[config.mk]
export PLATFORM = sky130hd
export DESIGN_NAME = turn_ctrl_flat
export DESIGN_NICKNAME = d
export VERILOG_FILES = /design/src/rtl/chicken_pkg.sv /design/src/rtl/turn_ctrl_if.sv /design/src/rtl/hop_calc.sv /design/src/rtl/turn_ctrl.sv /design/src/flat_wrapper.sv
export SDC_FILE = /design/constraint.sdc
export NUM_CORES = 1
export LEC_CHECK = 0
export ABC_AREA = 0
export BUFFER_PORTS_ARGS = -buffer_cell sky130_fd_sc_hd__buf_4
export CAP_MARGIN = 20
export CORE_MARGIN = 5
export CORE_UTILIZATION = 45
export DETAILED_ROUTE_END_ITERATION = 6
export HOLD_SLACK_MARGIN = 0.08
export MAX_ROUTING_LAYER = met4
export SLEW_MARGIN = 15
export SYNTH_ARGS = -nofsm -noshare
export SYNTH_HDL_FRONTEND = slang
export SYNTH_HIERARCHICAL = 1
export SYNTH_SLANG_ARGS = --single-unit
[constraint.sdc]
create_clock -name B -period 7.85 [get_ports B]
set_input_delay 1.1775 -clock B [delete_from_list [all_inputs] [get_ports B]]
set_output_delay 1.1775 -clock B [all_outputs]
set_load 0.02 [all_outputs]
[src/rtl/chicken_pkg.sv]
// chicken_pkg: shared constants for the chicken track plus the turn_ctrl state encoding.
package chicken_pkg;

  localparam int unsigned TRACK_LEN   = 24;
  localparam int unsigned POS_W       = 5;
  localparam int unsigned MAX_PLAYERS = 4;

  typedef enum logic [1:0] {
    WAIT   = 2'd0,
    STEP   = 2'd1,
    SETTLE = 2'd2,
    PASS   = 2'd3
  } turn_state_e;

  // Clamp the raw player count into the supported 2..4 range.
  function automatic logic [2:0] eff_players(logic [3:0] n);
    if (n < 4'd2) return 3'd2;
    if (n > 4'd4) return 3'd4;
    return n[2:0];
  endfunction

endpackage

[src/rtl/turn_ctrl_if.sv]
// turn_ctrl_if: card handshake, player positions and advance/turn outputs of turn_ctrl.
// master = card source / position provider, slave = turn_ctrl.
interface turn_ctrl_if
  import chicken_pkg::*;
#(
  parameter int unsigned PW = POS_W
);

  logic [3:0]    N;
  logic          card_valid;
  logic          card_match;
  logic          card_ready;
  logic [PW-1:0] pos0;
  logic [PW-1:0] pos1;
  logic [PW-1:0] pos2;
  logic [PW-1:0] pos3;
  logic [3:0]    p_da;
  logic [1:0]    turn;
  logic          busy;

  modport master (
    output N, card_valid, card_match, pos0, pos1, pos2, pos3,
    input  card_ready, p_da, turn, busy
  );

  modport slave (
    input  N, card_valid, card_match, pos0, pos1, pos2, pos3,
    output card_ready, p_da, turn, busy
  );

endinterface

[src/rtl/hop_calc.sv]
// hop_calc: combinational hop count for the current player. A move covers one tile plus
// every consecutive tile directly ahead that another active chicken is standing on.
module hop_calc
  import chicken_pkg::*;
#(
  parameter int unsigned TRACK = TRACK_LEN,
  parameter int unsigned PW    = POS_W
) (
  input  logic [MAX_PLAYERS-1:0][PW-1:0] pos,
  input  logic [1:0]                     turn,
  input  logic [2:0]                     neff,
  output logic [2:0]                     hops
);

  logic [PW:0]            base;
  logic [PW:0]            tile [MAX_PLAYERS-1];
  logic [MAX_PLAYERS-2:0] occ;
  logic                   run;

  assign base = {1'b0, pos[turn]};

  // Tiles 1..3 ahead, wrapped with a single conditional subtract.
  for (genvar j = 0; j < MAX_PLAYERS - 1; j++) begin : g_tile
    logic [PW:0] sum;
    assign sum     = base + (PW+1)'(j + 1);
    assign tile[j] = (sum >= (PW+1)'(TRACK)) ? sum - (PW+1)'(TRACK) : sum;
  end

  // A tile is occupied by any other active player with an on-track position.
  always_comb begin
    occ = '0;
    for (int j = 0; j < int'(MAX_PLAYERS) - 1; j++) begin
      for (int i = 0; i < int'(MAX_PLAYERS); i++) begin
        if (i != int'(turn) && i < int'(neff) && pos[i] < PW'(TRACK) &&
            {1'b0, pos[i]} == tile[j]) begin
          occ[j] = 1'b1;
        end
      end
    end
  end

  // Count the unbroken run of occupied tiles starting right ahead.
  always_comb begin
    run  = 1'b1;
    hops = 3'd1;
    for (int j = 0; j < int'(MAX_PLAYERS) - 1; j++) begin
      run  = run & occ[j];
      hops = hops + {2'b00, run};
    end
  end

endmodule

[src/rtl/turn_ctrl.sv]
// turn_ctrl: turn sequencer for the 24-tile chicken track. A matching card becomes a burst
// of one-cycle advance pulses for the current player; a mismatch passes the turn on.
// Optional feature: define TURN_TIMEOUT_EN to force a turn pass after TIMEOUT idle cycles.
module turn_ctrl
  import chicken_pkg::*;
#(
  parameter int unsigned TRACK   = TRACK_LEN,
  parameter int unsigned PW      = POS_W,
  parameter int unsigned TIMEOUT = 1000
) (
  input logic        B,
  input logic        rst,
  turn_ctrl_if.slave bus
);

  turn_state_e state_q, state_d;
  logic [1:0]  turn_q, turn_d, turn_eff;
  logic [2:0]  step_q, step_d;
  logic [2:0]  hops, neff;
  logic        ready_q, busy_q;
  logic [3:0]  p_da_q;
  logic        accept;
  logic        timeout;
  logic [MAX_PLAYERS-1:0][PW-1:0] pos_all;

  assign neff     = eff_players(bus.N);
  // A turn index beyond the live player count is treated as player 0.
  assign turn_eff = ({1'b0, turn_q} >= neff) ? 2'd0 : turn_q;
  assign accept   = bus.card_valid & ready_q;
  assign pos_all  = {bus.pos3, bus.pos2, bus.pos1, bus.pos0};

  hop_calc #(
    .TRACK (TRACK),
    .PW    (PW)
  ) u_hop_calc (
    .pos  (pos_all),
    .turn (turn_eff),
    .neff (neff),
    .hops (hops)
  );

`ifdef TURN_TIMEOUT_EN
  localparam int unsigned TW = $clog2(TIMEOUT + 1);

  logic [TW-1:0] to_q, to_d;

  assign timeout = (to_q == TW'(TIMEOUT - 1));

  // Idle counter for WAIT; an accepted card clears it, so a card on the timeout cycle wins.
  always_comb begin
    to_d = to_q;
    if (state_q == WAIT) begin
      if (accept || timeout) begin
        to_d = '0;
      end else begin
        to_d = to_q + TW'(1);
      end
    end
  end

  // Idle counter register.
  always_ff @(posedge B or negedge rst) begin
    if (!rst) begin
      to_q <= '0;
    end else begin
      to_q <= to_d;
    end
  end
`else
  logic unused_timeout;
  assign timeout        = 1'b0;
  assign unused_timeout = (TIMEOUT != 0);
`endif

  // Next-state, turn and step-count logic.
  always_comb begin
    state_d = state_q;
    turn_d  = turn_q;
    step_d  = step_q;
    unique case (state_q)
      WAIT: begin
        turn_d = turn_eff;
        if (accept) begin
          if (bus.card_match) begin
            state_d = STEP;
            step_d  = hops;
          end else begin
            state_d = PASS;
          end
        end else if (timeout) begin
          state_d = PASS;
        end
      end
      STEP: begin
        step_d = step_q - 3'd1;
        if (step_q <= 3'd1) state_d = SETTLE;
      end
      SETTLE: state_d = WAIT;
      PASS: begin
        turn_d  = ({1'b0, turn_q} + 3'd1 >= neff) ? 2'd0 : turn_q + 2'd1;
        state_d = WAIT;
      end
      default: state_d = WAIT;
    endcase
  end

  // State, turn and step-count registers.
  always_ff @(posedge B or negedge rst) begin
    if (!rst) begin
      state_q <= WAIT;
      turn_q  <= 2'd0;
      step_q  <= 3'd0;
    end else begin
      state_q <= state_d;
      turn_q  <= turn_d;
      step_q  <= step_d;
    end
  end

  // Registered outputs decoded from the upcoming state so they line up with it.
  always_ff @(posedge B or negedge rst) begin
    if (!rst) begin
      ready_q <= 1'b0;
      busy_q  <= 1'b0;
      p_da_q  <= 4'b0000;
    end else begin
      ready_q <= (state_d == WAIT);
      busy_q  <= (state_d == STEP) || (state_d == SETTLE);
      p_da_q  <= (state_d == STEP) ? (4'b0001 << turn_d) : 4'b0000;
    end
  end

  assign bus.card_ready = ready_q;
  assign bus.busy       = busy_q;
  assign bus.p_da       = p_da_q;
  assign bus.turn       = turn_q;

endmodule

[src/flat_wrapper.sv]
// flat-port wrapper written by rule: the top's interface ports become plain ports
module turn_ctrl_flat import chicken_pkg::*;
#(
  parameter int unsigned TRACK   = TRACK_LEN,
  parameter int unsigned PW      = POS_W,
  parameter int unsigned TIMEOUT = 1000
)
  (B, rst, bus_N, bus_card_valid, bus_card_match, bus_pos0, bus_pos1, bus_pos2, bus_pos3, bus_card_ready, bus_p_da, bus_turn, bus_busy);
  turn_ctrl_if #(.PW(PW)) bus_i ();
  input logic B;
  input logic rst;
  input wire logic [$bits(bus_i.N)-1:0] bus_N;
  input wire logic [$bits(bus_i.card_valid)-1:0] bus_card_valid;
  input wire logic [$bits(bus_i.card_match)-1:0] bus_card_match;
  input wire logic [$bits(bus_i.pos0)-1:0] bus_pos0;
  input wire logic [$bits(bus_i.pos1)-1:0] bus_pos1;
  input wire logic [$bits(bus_i.pos2)-1:0] bus_pos2;
  input wire logic [$bits(bus_i.pos3)-1:0] bus_pos3;
  output wire logic [$bits(bus_i.card_ready)-1:0] bus_card_ready;
  output wire logic [$bits(bus_i.p_da)-1:0] bus_p_da;
  output wire logic [$bits(bus_i.turn)-1:0] bus_turn;
  output wire logic [$bits(bus_i.busy)-1:0] bus_busy;
  assign bus_i.N = bus_N;
  assign bus_i.card_valid = bus_card_valid;
  assign bus_i.card_match = bus_card_match;
  assign bus_i.pos0 = bus_pos0;
  assign bus_i.pos1 = bus_pos1;
  assign bus_i.pos2 = bus_pos2;
  assign bus_i.pos3 = bus_pos3;
  assign bus_card_ready = bus_i.card_ready;
  assign bus_p_da = bus_i.p_da;
  assign bus_turn = bus_i.turn;
  assign bus_busy = bus_i.busy;
  turn_ctrl #(.TRACK(TRACK), .PW(PW), .TIMEOUT(TIMEOUT)) u_core (.B(B), .rst(rst), .bus(bus_i));
endmodule
* Yosys cells after proc, flatten, opt, wreduce, memory -nomap -nowiden
Index checks and enable logic that the tools add are counted.
Widths: inputs -> output; s select.
** Storage, ports and cells
- Flip-flop bits (word level) :: 13
- Latch bits :: 0
- RAM bits :: 0
- ROM bits :: 0
- Input bits :: 28
- Output and inout port bits :: 8
- Logic and storage cells :: 123
- Memories kept :: 0
** Cells by class
- Add/sub/neg operators :: 12
- Multiply operators :: 0
- Divide/modulo/power cells :: 0
- Order comparisons :: 17
- Eq/ne operators :: 22
- Shift operators :: 1
- Mux-type cells :: 35
- Bitwise gates (word level) :: 3
- Reduce and logical (&&, ||, !) cells :: 27
** Operators by type and width (number)
- $eq 5x6->1 :: 12
- $logic_and 1x1->1 :: 20
- $lt 5x5->1 const B :: 4
- $ge 6x5->1 const B :: 3
- $mux 3 :: 6
- $mux 6 :: 3
- $sub 6x5->6 const B :: 3
- $mux 1 :: 15
- $add 5x2->6 const B :: 2
- $bmux 5 s2 :: 1
- $mux 2 :: 5
- $add 5x1->6 const B :: 1
- $eq 2x2->1 const B :: 3
- $lt 1x3->1 const A :: 2
- $lt 2x3->1 const A :: 2
- $pmux 2 s3 :: 1
- $pmux 3 s2 :: 1
- $mux 5 :: 1
- $eq 2x1->1 const B :: 2
- $gt 4x3->1 const B :: 1
- $logic_not 2->1 :: 2
- $lt 4x2->1 const B :: 1
- $mux 4 :: 1
- $ne 2x2->1 const A :: 2
- other kinds (20) :: 23

* Longest topological paths before layout
Gate-level depths: netlist of run 1.
- Word-level depth :: 24
- Depth in mapped cells :: 30

* Modules after synthesis
Netlist of run 1, hierarchy kept.
** Modules (own cells, without submodules)
- hop_calc :: instances 1, cells an instance 240, area each 1806.7 µm², sequential area each 0.0 µm²
- turn_ctrl :: instances 1, cells an instance 96, area each 883.3 µm², sequential area each 325.3 µm²

* Worst setup path after synthesis of run 1
OpenSTA, ideal clock, no wires.
- Kind :: input -> register
- From :: input bus_N[2]
- To :: register u_core.step_q[1]
- Library setup time :: 0.127 ns
- Arrival time :: 6.529 ns
- Data required time :: 7.723 ns
- Path slack :: 1.194 ns
- Stages :: 25
- Cells stage by stage :: or2_1 -> buf_6 -> inv_1 -> and3_1 -> ha_1 -> o21ai_0 -> a21oi_1 -> nor2_1 -> buf_6 -> mux4_1 -> clkbuf_1 -> ha_1 -> a21oi_1 -> xnor2_1 -> ha_1 -> and3b_1 -> a2111oi_4 -> xnor2_1 -> and3_1 -> o31a_1 -> o2111a_1 -> ha_1 -> ha_1 -> a211oi_1 -> a21oi_1
** On the way
- Cells in the longest elaborated chain, start to end :: 24
- Elaborated cells between the ends (all ways) :: 84
- Classes of those cells :: 9 x add/sub; 10 x order compare; 15 x eq/ne; 27 x mux; 2 x bitwise; 21 x reduce/logical
** Ends and longest elaborated chain
- start: declaration :: RTL line flat_wrapper.sv:12 : input wire logic [$bits(bus_i.N)-1:0] bus_N;
- $gt 4x3->1 :: RTL line chicken_pkg.sv:18 : if (n > 4'd4) return 3'd4;
- $mux 1 (2 in series) :: RTL line chicken_pkg.sv:18
- $mux 3 :: RTL line chicken_pkg.sv:19 : return n[2:0];
- $mux 3 * :: RTL line chicken_pkg.sv:18
- named net u_core.neff[1] :: RTL line turn_ctrl.sv:19 : logic [2:0] hops, neff;
- $ge 2x3->1 * :: RTL line turn_ctrl.sv:28 : assign turn_eff = ({1'b0, turn_q} >= neff) ? 2'd0 : turn_q;
- $mux 2 * :: RTL line turn_ctrl.sv:28
- named net u_core.turn_eff[0] :: RTL line turn_ctrl.sv:17 : logic [1:0] turn_q, turn_d, turn_eff;
- (+7 left out)
- $mux 1 (4 in series) :: RTL line hop_calc.sv:34 : if (i != int'(turn) && i < int'(neff) && pos[i] < PW'(TRACK) &&
- $add 1x1->2 or $and 1x1->1 (tied branches) :: RTL line hop_calc.sv:48, hop_calc.sv:47
- $add 2x1->3 or $and 1x1->1 (tied branches) :: RTL line hop_calc.sv:48, hop_calc.sv:47
- $add 3x1->3 * :: RTL line hop_calc.sv:48 : hops = hops + {2'b00, run};
- named net u_core.hops[1] :: RTL line turn_ctrl.sv:19
- $mux 3 * :: RTL line turn_ctrl.sv:84 : if (bus.card_match) begin
- $mux 3 * :: RTL line turn_ctrl.sv:83 : if (accept) begin
- $pmux 3 s2 * :: RTL line turn_ctrl.sv:80 : unique case (state_q)
- end signal: assignment :: RTL line turn_ctrl.sv:116 : step_q <= step_d;
- end: declaration :: RTL line turn_ctrl.sv:18 : logic [2:0] step_q, step_d;
The timed path passes the listed nets; every way through them passes the cells marked *. The select of a mux whose other input is x is not followed.
A chain may end at the register's enable or synchronous reset.

* Final worst setup path of run 1
Ends and elaborated chain as after synthesis.

==> summary.log, run 1 <==
[worst_setup_path] maximum fanout count along the critical path 8
[power_and_ir_drop] Leak 0.001268 uW
[placed_design] routability cong. 0.9154
[global_routing] total overflow reported by the global router 0
[logic_synthesis] warning count from the yosys run 6
[floorplan] die area 0.007624 mm2
[run] Max-cap violations 0
[global_routing] pin count of the biggest net entering global routing 21
[final_layout] area growth from synthesis to layout 12.98%
[final_layout] Final nets 416
[timing] total negative slack 0 ns
[clocking] clock transition at the register clock pins on the worst setup and hold paths after CTS 0.06 ns
[final_layout] Post-Layout Inst Area 0.003039 mm2
[clocking] deepest clock path buffer count 2
[floorplan] standard-cell row count 28
[worst_setup_path] CP Class in2reg
[logic_synthesis] leading post-synthesis cells by cell area sky130_fd_sc_hd__dfrtp_1 (12%), sky130_fd_sc_hd__ha_1 (10%), sky130_fd_sc_hd__xnor2_1 (6.8%)
[detailed_routing] detailed router's first-iteration violation count 212
[placed_design] buffers added on ports 35
[floorplan] count of pins on the block boundary 36
[logic_synthesis] Async SR Flop Fraction 100.0%
[logic_synthesis] number of enable flip-flop cells after synthesis 0
[timing] Final Hold Viols 0
[clocking] H-tree level count 1
[timing] final cycle utilization of the critical path 91.80%
[logic_synthesis] most used flip-flop cell after synthesis sky130_fd_sc_hd__dfrtp_1
[worst_hold_path] Cells on Worst Hold Path 1
[placed_design] final HPWL from detailed placement 6001 um
[clocking] number of buffers added to fix hold violations after cts 0
[floorplan] Die X 87.32 um
[worst_setup_path] capturing element type of the critical path flop
[run_status] status finished, final reports clean
[timing] worst relative slew slack 58.44%
[worst_setup_path] required time at the endpoint of the critical path 7.98 ns
[global_routing] wire length of the first global-routing pass 12210 um
[placed_design] worst slack, placed 0.4001 ns
[placed_design] total placed instance area 0.002993 mm2
[logic_synthesis] average size of a mapped cell 8.006 um2
[timing] worst-case clock skew 0.003634 ns
[detailed_routing] routed vias/inst 6.093
[final_layout] Filler Cell Count 573
[worst_hold_path] class of the most critical hold timing path reg2reg
[worst_setup_path] signal arrival time at the worst endpoint 7.33 ns
[clocking] CTS tree done
[detailed_routing] total wire length after detailed routing 7275 um
[timing] smallest setup slack after layout 0.6436 ns
[final_layout] Antenna diodes 0
[final_layout] ratio of cells with drive above 1 in the final layout 15.34%
[detailed_routing] via count of the routed design 2681
[detailed_routing] Routed wire per std cell 16.53 um
[logic_synthesis] post-synth top area share 12.09%
[timing] minimum period implied by the final worst setup slack 7.206 ns
[power_and_ir_drop] maximum ir drop on the vdd rail 0.1757 mV
[floorplan] core outline area 0.005851 mm2
[global_routing] global-route usage over all layers 20.26%
[logic_synthesis] Cell variety after synth 68
[floorplan] die height 87.32 um
[logic_synthesis] most numerous cell in the Yosys netlist sky130_fd_sc_hd__inv_1
[clocking] count of instances resized after the clock tree is built 0
[clocking] total clock sinks 13
[logic_synthesis] Gate Count Post-Synth 336
[power_and_ir_drop] Pwr per Cell Area 345.3 mW/mm2
[timing] Slew Viols, Final 0
[timing] endpoints failing setup 0
[timing] RSZ-0062 raised after global routing no
[detailed_routing] DRT Pass-1 Iters 4
[clocking] library cell used as clock root buffer sky130_fd_sc_hd__clkbuf_8
[logic_synthesis] top cells by count, synth sky130_fd_sc_hd__inv_1 (25), sky130_fd_sc_hd__nand2_1 (24), sky130_fd_sc_hd__ha_1 (22)
[worst_setup_path] number of cells traversed by the worst register-to-register path 20
[logic_synthesis] post-synthesis cell area 0.002690 mm2
[floorplan] Initial Utilization 45.98%
[global_routing] number of antenna violations at the first check in global routing 0
[clocking] Post-CTS Setup Bufs 0
[logic_synthesis] cell type with the highest aggregate area in the netlist sky130_fd_sc_hd__dfrtp_1
[clocking] later-pin clock latency in the skew report 0.24 ns
[timing] maximum achievable frequency 0.1388 GHz
[detailed_routing] Antenna Nets Post-Route 0
[logic_synthesis] count of state elements after synthesis 13
[detailed_routing] Remaining DRCs 0
[clocking] clock buffer count from CTS 3
[logic_synthesis] part of the Yosys area used for sequential elements 12.09%
[logic_synthesis] Syn Nets 386
[worst_setup_path] crit start category primary input
[timing] Slew @ Worst Pin 0.6189 ns
[global_routing] vias in the first global route 2579
-- per-layer routing --
metal	GRT usage, %	up-vias	routed length (um)	share of wire, %
met1	27.38	1284	3387	47
met3	3.406	10	344	4.7
met4	4.603	0	117	1.6
met5	-	-	0	0
met2	31.64	77	3426	47
li1	-	1310	-	-
-- final cells by class --
cell class	count	area, um2	area share, %
Clock buffer	3	41.29	1.359
Timing Repair Buffer	39	292.8	9.634
Inverter	25	93.84	3.088
Sequential cell	13	325.3	10.70
Tap cell	75	93.84	3.088
Clock inverter	1	5.005	0.1647
Multi-Input combinational cell	284	2187	71.96
-- worst max-delay path, cell delays in order --
cell,delay (ns)
sky130_fd_sc_hd__buf_4,0.11
sky130_fd_sc_hd__or2_1,0.31
sky130_fd_sc_hd__inv_1,0.14
sky130_fd_sc_hd__and3_1,0.25
sky130_fd_sc_hd__ha_1,0.25
sky130_fd_sc_hd__o21ai_0,0.33
sky130_fd_sc_hd__a21oi_1,0.14
sky130_fd_sc_hd__nor2_1,0.45
sky130_fd_sc_hd__mux4_1,0.80
sky130_fd_sc_hd__ha_1,0.37
sky130_fd_sc_hd__a21oi_1,0.26
sky130_fd_sc_hd__xnor2_1,0.17
sky130_fd_sc_hd__ha_1,0.35
sky130_fd_sc_hd__and3b_1,0.21
sky130_fd_sc_hd__a2111oi_4,0.51
sky130_fd_sc_hd__xnor2_1,0.17
sky130_fd_sc_hd__and3_1,0.19
sky130_fd_sc_hd__o31a_1,0.29
sky130_fd_sc_hd__o2111a_1,0.14
sky130_fd_sc_hd__ha_1,0.18
sky130_fd_sc_hd__ha_1,0.27
sky130_fd_sc_hd__a211oi_1,0.22
sky130_fd_sc_hd__a21oi_1,0.06
-- logic make-up after synthesis --
family / count (synthesis) / share of synthesized area, %
compound gates: 96 / 25.77
xor+xnor: 39 / 13.77
fa+ha+maj: 22 / 10.23
buf+inv: 39 / 6.604
flops: 13 / 12.09
mux: 15 / 8.744
simple gates: 112 / 22.79
-- per-stage QoR --
stage                     total power, uW  util [%]  hold slack, ns  instances
after global placement              977.2     51.15          0.5110        436
after CTS                            1049     51.95          0.5271        440
final                                1049     51.95          0.5294        440
after global routing                 1157     51.95          0.5542        440
after detailed placement            983.5     51.15          0.5142        436
after floorplan                     799.3         -          0.4828        336
-- cell usage in the layout (no fill, tap or decap), drive strengths merged, types with 2 or more instances in the layout --
cell type  count
buf           39
inv           25
nand2         24
xnor2         23
ha            22
a21oi         20
o21ai         19
nor2          17
xor2          15
dfrtp         13
nor3          10
nand2b         9
nand3          9
and2           7
mux2i          7
a31oi          6
nor2b          6
o211ai         6
mux4           6
o21a           5
a211oi         5
nor3b          5
nor4           5
or3            4
nand4          4
clkbuf         3
and3           3
o2111ai        3
a2bb2oi        3
a221oi         3
a2111oi        3
o2bb2ai        2
o221ai         2
mux2           2
a22o           2
o2111a         2
o41ai          2
or2            2
-- power by group --
| part | internal, uW | total [uW] | switching [uW] |
|---|---|---|---|
| combinational | 368 | 874 | 506 |
| sequential | 93.2 | 116 | 22.4 |
| clock | 35.0 | 59.2 | 24.2 |
-- path summary, 6_finish.rpt --
kind	slack, ns	startpoint	to
min in group asynchronous	0.77	rst	u_core/step_q[0]$_DFFE_PN0P_
min reg2reg	0.53	u_core/step_q[2]$_DFFE_PN0P_	u_core/step_q[2]$_DFFE_PN0P_
max in group asynchronous	6.92	rst	u_core/bus.p_da[3]$_DFF_PN0_
max reg2reg	1.73	u_core/bus.turn[0]$_DFF_PN0_	u_core/step_q[1]$_DFFE_PN0P_
max	0.64	bus_N[2]	u_core/step_q[1]$_DFFE_PN0P_
min	0.53	u_core/step_q[2]$_DFFE_PN0P_	u_core/step_q[2]$_DFFE_PN0P_
-- sequential cells by signal, indices dropped and copies added, names as in the netlist --
signal / flops
u_core/bus.p_da: 4
u_core/step_q: 3
u_core/bus.turn: 2
u_core/state_q: 2
u_core/bus.busy: 1
u_core/bus.card_ready: 1
Note: power is estimated with default switching activity, not from simulation.
==> inputs of run 2 (changes only) <==
REMOVE_ABC_BUFFERS = 1   (was not set)
==> run 2 against run 1 <==
  * Clock power grew 1%
  * Total power shrank 0.86%
  * Global-route usage grew 0.28 points
  * Clock skew grew 0.0040 ns
  * Worst hold slack gained 0.0052 ns
  * Flip-flop and latch count is the same
  * Register-to-register slack lost 0.03 ns
  * Core utilization shrank 0.15 points
  * Setup slack lost 0.026 ns
  * Die area is the same
  * Sequential share of layout area is essentially flat
  * Highest routed layer unchanged
==> summary.log, run 2 (synthesis gave the netlist of run 1 again) <==
[clocking] CTS tree done [unchanged]
[worst_setup_path] Setup crit start bus_N[2] [unchanged]
[floorplan] Initial Utilization 45.98% [unchanged]
[clocking] Post-CTS Setup Bufs 0 [unchanged]
[timing] worst-case clock skew 0.007618 ns [was 0.003634 ns]
[global_routing] total overflow reported by the global router 0 [unchanged]
[detailed_routing] via count of the routed design 2666 [was 2681]
[clocking] number of buffers added to fix hold violations after cts 0 [unchanged]
[clocking] later-pin clock latency in the skew report 0.24 ns [about the same]
[timing] total negative slack 0 ns [unchanged]
[detailed_routing] total wire length after detailed routing 7226 um [was 7275 um]
[final_layout] most common library cell in the layout ignoring fill and taps sky130_fd_sc_hd__buf_4 [unchanged]
[detailed_routing] routed vias/inst 6.073 [was 6.093]
[floorplan] die area 0.007624 mm2 [unchanged]
[final_layout] area growth from synthesis to layout 12.65% [was 12.98%]
[worst_setup_path] signal arrival time at the worst endpoint 7.36 ns [was 7.33 ns]
[timing] post-route worst hold slack 0.5346 ns [was 0.5294 ns]
[floorplan] standard-cell row count 28 [unchanged]
[worst_setup_path] crit start category primary input [unchanged]
[placed_design] final HPWL from detailed placement 5885 um [was 6001 um]
[power_and_ir_drop] Pwr per Cell Area 343.3 mW/mm2 [was 345.3 mW/mm2]
[timing] worst relative slew slack 57.59% [was 58.44%]
[run] Max-cap violations 0 [unchanged]
[timing] Final Hold Viols 0 [unchanged]
[power_and_ir_drop] Leak 0.001260 uW [was 0.001268 uW]
[floorplan] count of pins on the block boundary 36 [unchanged]
[clocking] total clock sinks 13 [unchanged]
[final_layout] ratio of cells with drive above 1 in the final layout 14.84% [was 15.34%]
[worst_hold_path] class of the most critical hold timing path reg2reg [unchanged]
[clocking] clock transition at the register clock pins on the worst setup and hold paths after CTS 0.06 ns [about the same]
[floorplan] core outline area 0.005851 mm2 [unchanged]
[timing] Slew Viols, Final 0 [unchanged]
[global_routing] number of antenna violations at the first check in global routing 0 [unchanged]
[placed_design] worst slack, placed 0.4298 ns [was 0.4001 ns]
[run_status] status finished, final reports clean [unchanged]
[floorplan] die height 87.32 um [unchanged]
[detailed_routing] Routed wire per std cell 16.46 um [was 16.53 um]
[global_routing] wire length of the first global-routing pass 12400 um [was 12210 um]
[worst_setup_path] reg2reg start u_core/bus.turn[0]$_DFF_PN0_ [unchanged]
[floorplan] Die X 87.32 um [unchanged]
[timing] maximum achievable frequency 0.1383 GHz [was 0.1388 GHz]
[worst_setup_path] required time at the endpoint of the critical path 7.98 ns [about the same]
[timing] smallest setup slack after layout 0.6178 ns [was 0.6436 ns]
[detailed_routing] detailed router's first-iteration violation count 222 [was 212]
[clocking] clock buffer count from CTS 3 [unchanged]
[final_layout] Antenna diodes 0 [unchanged]
[worst_setup_path] CP Class in2reg [unchanged]
[power_and_ir_drop] total power after layout 1040 uW [was 1049 uW]
[final_layout] Filler Cell Count 609 [was 573]
[clocking] deepest clock path buffer count 2 [unchanged]
[worst_setup_path] capturing element type of the critical path flop [unchanged]
[timing] final cycle utilization of the critical path 92.13% [was 91.80%]
[timing] minimum period implied by the final worst setup slack 7.232 ns [was 7.206 ns]
[global_routing] global-route usage over all layers 20.54% [was 20.26%]
[clocking] H-tree level count 1 [unchanged]
[placed_design] routability cong. 1.006 [was 0.9154]
[clocking] library cell used as clock root buffer sky130_fd_sc_hd__clkbuf_8 [unchanged]
[final_layout] Final nets 415 [was 416]
[timing] RSZ-0062 raised after global routing no [unchanged]
[global_routing] pin count of the biggest net entering global routing 21 [unchanged]
[detailed_routing] Remaining DRCs 0 [unchanged]
[worst_setup_path] maximum fanout count along the critical path 10 [was 8]
[clocking] count of instances resized after the clock tree is built 0 [unchanged]
[timing] Slew @ Worst Pin 0.6201 ns [was 0.6189 ns]
[global_routing] vias in the first global route 2567 [was 2579]
[power_and_ir_drop] maximum ir drop on the vdd rail 0.1429 mV [was 0.1757 mV]
[final_layout] number of flip-flops in the largest register 4 [unchanged]
[final_layout] Core Util, Final 51.80% [was 51.95%]
[detailed_routing] DRT Pass-1 Iters 5 [was 4]
[timing] endpoints failing setup 0 [unchanged]
[final_layout] most used cells in the layout excluding fill and tap cells sky130_fd_sc_hd__buf_4 (38), sky130_fd_sc_hd__inv_1 (25), sky130_fd_sc_hd__nand2_1 (24) [was sky130_fd_sc_hd__buf_4 (39), sky130_fd_sc_hd__inv_1 (25), sky130_fd_sc_hd__nand2_1 (24)]
[worst_hold_path] Min-Delay Startpoint u_core/step_q[2]$_DFFE_PN0P_ [unchanged]
[placed_design] buffers added on ports 35 [unchanged]
[detailed_routing] Antenna Nets Post-Route 0 [unchanged]
## run 2: area by class of cell
type	instances	area, um2	share of cell area, %
Sequential cell	13	325.3	10.73
Tap cell	75	93.84	3.097
Multi-Input combinational cell	284	2187	72.17
Clock buffer	4	45.04	1.486
Timing Repair Buffer	38	285.3	9.414
Inverter	25	93.84	3.097
## run 2: final timing paths
check                                               end  slack, ns  depth (start not counted)
min in group asynchronous  u_core/step_q[2]$_DFFE_PN0P_       0.76                          1
setup / recovery           u_core/step_q[1]$_DFFE_PN0P_       0.62                         23
max in group asynchronous  u_core/bus.p_da[1]$_DFF_PN0_       6.91                          1
setup reg to reg           u_core/step_q[1]$_DFFE_PN0P_       1.70                         20
hold / removal             u_core/step_q[2]$_DFFE_PN0P_       0.53                          1
hold reg to reg            u_core/step_q[2]$_DFFE_PN0P_       0.53                          1
## run 2: metal layers
layer  track usage [%]  vias up  routed length, um
met1             28.76     1270               3448
li1                  -     1304                  -
met5                 -        -                  0
met3             3.217        6                325
met4             3.487        0                 53
met2             31.64       86               3398
## run 2: stage by stage
step	area, um2	instances
4_1_cts	3030	439
2_1_floorplan	2606	322
5_1_grt	3030	439
3_5_place_dp	2985	435
6_report	3030	439
3_3_place_gp	2985	435
## run 2: worst max-delay path, cell delays in order
cell and delay, ns:
sky130_fd_sc_hd__buf_4 0.11, sky130_fd_sc_hd__or2_1 0.31, sky130_fd_sc_hd__inv_1 0.14, sky130_fd_sc_hd__and3_1 0.24, sky130_fd_sc_hd__ha_1 0.25, sky130_fd_sc_hd__o21ai_0 0.32
sky130_fd_sc_hd__a21oi_1 0.15, sky130_fd_sc_hd__nor2_1 0.30, sky130_fd_sc_hd__mux4_1 0.83, sky130_fd_sc_hd__inv_1 0.17, sky130_fd_sc_hd__ha_1 0.31, sky130_fd_sc_hd__xor2_1 0.20
sky130_fd_sc_hd__a2111oi_0 0.50, sky130_fd_sc_hd__nand4_1 0.26, sky130_fd_sc_hd__a2111oi_0 0.61, sky130_fd_sc_hd__o211ai_1 0.14, sky130_fd_sc_hd__and4_1 0.22, sky130_fd_sc_hd__a21oi_2 0.23
sky130_fd_sc_hd__o2111a_1 0.22, sky130_fd_sc_hd__ha_1 0.14, sky130_fd_sc_hd__ha_1 0.22, sky130_fd_sc_hd__a211oi_1 0.24, sky130_fd_sc_hd__a21oi_1 0.06
## run 2: power by group
group / switching, uW / internal, uW / total (uW)
Combinational: 499 / 366 / 865
Clock: 24.2 / 35.8 / 60.0
Sequential: 22.1 / 93.2 / 115
==> inputs of run 3 (changes only) <==
BUFFER_PORTS_ARGS = -buffer_cell sky130_fd_sc_hd__buf_2   (was -buffer_cell sky130_fd_sc_hd__buf_4)
SYNTH_HIERARCHICAL = not set   (was 1)
==> run 3 against run 2 <==
  * Sequential power fell by 4%
  * Critical endpoint is now u_core.step_q[1]$_DFFE_PN0P_
  * Critical path type unchanged
  * Area after synthesis rose by 3.7%
  * Flip-flop and latch count stayed put
==> summary.log, run 3 <==
[final_layout] Antenna diodes 0 [unchanged]
[floorplan] count of pins on the block boundary 36 [unchanged]
[clocking] library cell used as clock root buffer sky130_fd_sc_hd__clkbuf_8 [unchanged]
[detailed_routing] DRT Pass-1 Iters 4 [was 5]
[final_layout] Final nets 416 [was 415]
[logic_synthesis] Gate Count Post-Synth 342 [was 336]
[timing] endpoints failing setup 0 [unchanged]
[detailed_routing] detailed router's first-iteration violation count 179 [was 222]
[clocking] later-pin clock latency in the skew report 0.24 ns [about the same]
[clocking] clock transition at the register clock pins on the worst setup and hold paths after CTS 0.06 ns [about the same]
[logic_synthesis] warning count from the yosys run 0 [was 6]
[final_layout] Core Util, Final 49.96% [was 51.80%]
[floorplan] core outline area 0.005991 mm2 [was 0.005851 mm2]
[timing] total negative slack 0 ns [unchanged]
[floorplan] die height 88.73 um [was 87.32 um]
[logic_synthesis] part of the Yosys area used for sequential elements 11.66% [was 12.09%]
[final_layout] area growth from synthesis to layout 7.313% [was 12.65%]
[final_layout] number of flip-flops in the largest register 4 [unchanged]
[logic_synthesis] top cells by count, synth sky130_fd_sc_hd__xnor2_1 (34), sky130_fd_sc_hd__nand2_1 (31), sky130_fd_sc_hd__inv_1 (25) [was sky130_fd_sc_hd__inv_1 (25), sky130_fd_sc_hd__nand2_1 (24), sky130_fd_sc_hd__ha_1 (22)]
[clocking] CTS tree done [unchanged]
[timing] worst-case clock skew 0.001023 ns [was 0.007618 ns]
[clocking] count of instances resized after the clock tree is built 0 [unchanged]
[detailed_routing] via count of the routed design 2641 [was 2666]
[logic_synthesis] cell type with the highest aggregate area in the netlist sky130_fd_sc_hd__dfrtp_1 [unchanged]
[logic_synthesis] post-synthesis cell area 0.002789 mm2 [was 0.002690 mm2]
[power_and_ir_drop] maximum ir drop on the vdd rail 0.1513 mV [was 0.1429 mV]
[logic_synthesis] post-synth top area share 11.66% [was 12.09%]
[worst_setup_path] number of cells traversed by the worst register-to-register path 23 [was 20]
[detailed_routing] Antenna Nets Post-Route 0 [unchanged]
[power_and_ir_drop] Leak 0.001254 uW [was 0.001260 uW]
[worst_setup_path] capturing element type of the critical path flop [unchanged]
[final_layout] ratio of cells with drive above 1 in the final layout 19.83% [was 14.84%]
[logic_synthesis] count of state elements after synthesis 13 [unchanged]
[worst_setup_path] register-to-register setup slack 1.64 ns [was 1.70 ns]
[logic_synthesis] most used flip-flop cell after synthesis sky130_fd_sc_hd__dfrtp_1 [unchanged]
[floorplan] standard-cell row count 28 [unchanged]
[floorplan] Initial Utilization 46.55% [was 45.98%]
[placed_design] routability cong. 1.028 [was 1.006]
[global_routing] number of antenna violations at the first check in global routing 0 [unchanged]
[placed_design] buffers added on ports 35 [unchanged]
[worst_setup_path] reg2reg start u_core.bus.turn[1]$_DFF_PN0_ [was u_core/bus.turn[0]$_DFF_PN0_]
[worst_setup_path] Setup crit start bus_N[2] [unchanged]
[timing] minimum period implied by the final worst setup slack 6.913 ns [was 7.232 ns]
[floorplan] die area 0.007872 mm2 [was 0.007624 mm2]
[placed_design] final HPWL from detailed placement 6311 um [was 5885 um]
[logic_synthesis] leading post-synthesis cells by cell area sky130_fd_sc_hd__dfrtp_1 (12%), sky130_fd_sc_hd__ha_1 (11%), sky130_fd_sc_hd__xnor2_1 (11%) [was sky130_fd_sc_hd__dfrtp_1 (12%), sky130_fd_sc_hd__ha_1 (10%), sky130_fd_sc_hd__xnor2_1 (6.8%)]
[worst_setup_path] capturing point of the worst reg2reg path u_core.step_q[1]$_DFFE_PN0P_ [was u_core/step_q[1]$_DFFE_PN0P_]
[logic_synthesis] Cell variety after synth 85 [was 68]
[worst_setup_path] capture point of the worst path u_core.step_q[1]$_DFFE_PN0P_ [was u_core/step_q[1]$_DFFE_PN0P_]
[floorplan] Die X 88.73 um [was 87.32 um]
[detailed_routing] Routed wire per std cell 17.82 um [was 16.46 um]
[final_layout] most used cells in the layout excluding fill and tap cells sky130_fd_sc_hd__buf_2 (35), sky130_fd_sc_hd__xnor2_1 (34), sky130_fd_sc_hd__nand2_1 (31) [was sky130_fd_sc_hd__buf_4 (38), sky130_fd_sc_hd__inv_1 (25), sky130_fd_sc_hd__nand2_1 (24)]
[run] Max-cap violations 0 [unchanged]
[clocking] number of buffers added to fix hold violations after cts 0 [unchanged]
[logic_synthesis] number of enable flip-flop cells after synthesis 0 [unchanged]
[detailed_routing] routed vias/inst 6.030 [was 6.073]
[global_routing] total overflow reported by the global router 0 [unchanged]
[timing] Final Hold Viols 0 [unchanged]
[final_layout] most common library cell in the layout ignoring fill and taps sky130_fd_sc_hd__buf_2 [was sky130_fd_sc_hd__buf_4]
[clocking] Post-CTS Setup Bufs 0 [unchanged]
[detailed_routing] total wire length after detailed routing 7803 um [was 7226 um]
[timing] maximum achievable frequency 0.1447 GHz [was 0.1383 GHz]
[logic_synthesis] Async SR Flop Fraction 100.0% [unchanged]
[global_routing] vias in the first global route 2513 [was 2567]
[worst_setup_path] crit start category primary input [unchanged]
[global_routing] pin count of the biggest net entering global routing 25 [was 21]
[run_status] status finished, final reports clean [unchanged]
[detailed_routing] Remaining DRCs 0 [unchanged]
[global_routing] global-route usage over all layers 21.22% [was 20.54%]
[logic_synthesis] most numerous cell in the Yosys netlist sky130_fd_sc_hd__xnor2_1 [was sky130_fd_sc_hd__inv_1]
[power_and_ir_drop] Pwr per Cell Area 317.3 mW/mm2 [was 343.3 mW/mm2]
[worst_setup_path] required time at the endpoint of the critical path 7.96 ns [was 7.98 ns]
[worst_hold_path] class of the most critical hold timing path reg2reg [unchanged]
[timing] RSZ-0062 raised after global routing no [unchanged]
[clocking] clock buffer count from CTS 3 [unchanged]
[worst_setup_path] maximum fanout count along the critical path 15 [was 10]
[clocking] total clock sinks 13 [unchanged]
[worst_setup_path] CP Class in2reg [unchanged]
[worst_setup_path] signal arrival time at the worst endpoint 7.02 ns [was 7.36 ns]
[timing] Slew @ Worst Pin 0.7866 ns [was 0.6201 ns]
[clocking] H-tree level count 1 [unchanged]
[global_routing] wire length of the first global-routing pass 12800 um [was 12400 um]
[clocking] deepest clock path buffer count 2 [unchanged]
[logic_synthesis] average size of a mapped cell 8.155 um2 [was 8.006 um2]
[timing] worst relative slew slack 47.56% [was 57.59%]
[timing] final cycle utilization of the critical path 88.06% [was 92.13%]
[timing] Slew Viols, Final 0 [unchanged]
==> run 3: cell count changes in the layout (fill, tap and decap cells not counted), sizes merged, moves of 6 or more <==
cell | before | now
and2 | 7 | 0
xnor2 | 23 | 35
nand2 | 24 | 31
mux4 | 6 | 0
nand2b | 9 | 1
a21oi | 20 | 7
xor2 | 15 | 4
==> run 3: logic make-up (layout without fill, tap and decap cells) <==
group	count (synthesis)	after routing	share of synthesized area (%)
simple gates	115	115	23.37
compound gates	94	94	28.80
buf+inv	47	68	8.210
xor+xnor	41	41	14.13
fa+ha+maj	24	24	10.77
flops	13	13	11.66
mux	8	8	3.051
==> run 3: worst min-delay path by stage <==
stage	startpoint	endpoint	cells past startpoint
2_1_floorplan	u_core.step_q[1]$_DFFE_PN0P_	u_core.step_q[1]$_DFFE_PN0P_	2
3_3_place_gp	u_core.step_q[1]$_DFFE_PN0P_	u_core.step_q[1]$_DFFE_PN0P_	2
3_5_place_dp	u_core.step_q[1]$_DFFE_PN0P_	u_core.step_q[1]$_DFFE_PN0P_	2
4_1_cts	u_core.step_q[1]$_DFFE_PN0P_	u_core.step_q[1]$_DFFE_PN0P_	2
5_1_grt	u_core.step_q[1]$_DFFE_PN0P_	u_core.step_q[1]$_DFFE_PN0P_	2
6_report	u_core.step_q[1]$_DFFE_PN0P_	u_core.step_q[1]$_DFFE_PN0P_	2
==> run 3: metrics by stage <==
| stage | hold WS, ns | std cells | power [uW] | cell area [um2] | worst slack, ns |
|---|---|---|---|---|---|
| 2_1_floorplan | 0.4720 | 323 | 712.3 | 2670 | 1.615 |
| 3_3_place_gp | 0.5132 | 434 | 881.9 | 2947 | 0.8410 |
| 3_5_place_dp | 0.5351 | 434 | 881.7 | 2947 | 0.7161 |
| 4_1_cts | 0.5479 | 438 | 947.1 | 2993 | 0.9639 |
| 5_1_grt | 0.5585 | 438 | 1041 | 2993 | 0.4744 |
| 6_report | 0.5378 | 438 | 949.5 | 2993 | 0.9372 |
==> run 3: layer usage <==
metal  vias up  GRT usage (%)  share of wire, %
met5         -              -                 0
met2        96          31.71                45
met1      1208          30.12                47
li1       1325              -                 -
met3        12          3.724               5.6
met4         0          3.846               1.9
==> run 3: final cells by class <==
type	instances	area, um2
clock buffer	3	41.29
clock inverter	1	5.005
fill	598	2998
inverter	28	110.1
multi-input combinational	282	2235
sequential	13	325.3
tap	75	93.84
timing repair buffer	36	182.7
==> run 3: critical path, cell delays in order <==
cell                        delay, ns
sky130_fd_sc_hd__buf_2           0.13
sky130_fd_sc_hd__nor2_8          0.19
sky130_fd_sc_hd__inv_2           0.11
sky130_fd_sc_hd__nor2_1          0.20
sky130_fd_sc_hd__ha_1            0.29
sky130_fd_sc_hd__nor3b_2         0.37
sky130_fd_sc_hd__nor3_4          0.13
sky130_fd_sc_hd__o211ai_2        0.66
sky130_fd_sc_hd__ha_1            0.46
sky130_fd_sc_hd__o31ai_1         0.13
sky130_fd_sc_hd__a41oi_1         0.29
sky130_fd_sc_hd__o21ai_2         0.22
sky130_fd_sc_hd__nand2_1         0.12
sky130_fd_sc_hd__nand2_1         0.06
sky130_fd_sc_hd__ha_1            0.27
sky130_fd_sc_hd__inv_1           0.05
sky130_fd_sc_hd__a311oi_1        0.50
sky130_fd_sc_hd__nor3_1          0.17
sky130_fd_sc_hd__xnor2_1         0.16
sky130_fd_sc_hd__a2bb2oi_1       0.15
sky130_fd_sc_hd__a31oi_2         0.22
sky130_fd_sc_hd__nand2_1         0.07
sky130_fd_sc_hd__a311oi_1        0.26
sky130_fd_sc_hd__ha_1            0.19
sky130_fd_sc_hd__ha_1            0.22
sky130_fd_sc_hd__o21ai_0         0.13
sky130_fd_sc_hd__o21ai_0         0.08
==> run 3: report_power, final <==
group / internal (uW) / switching [uW] / leakage [uW]
Sequential: 89.9 / 19.9 / 0.000169
Clock: 35.1 / 25.3 / 0.0000255
Combinational: 314 / 466 / 0.00106
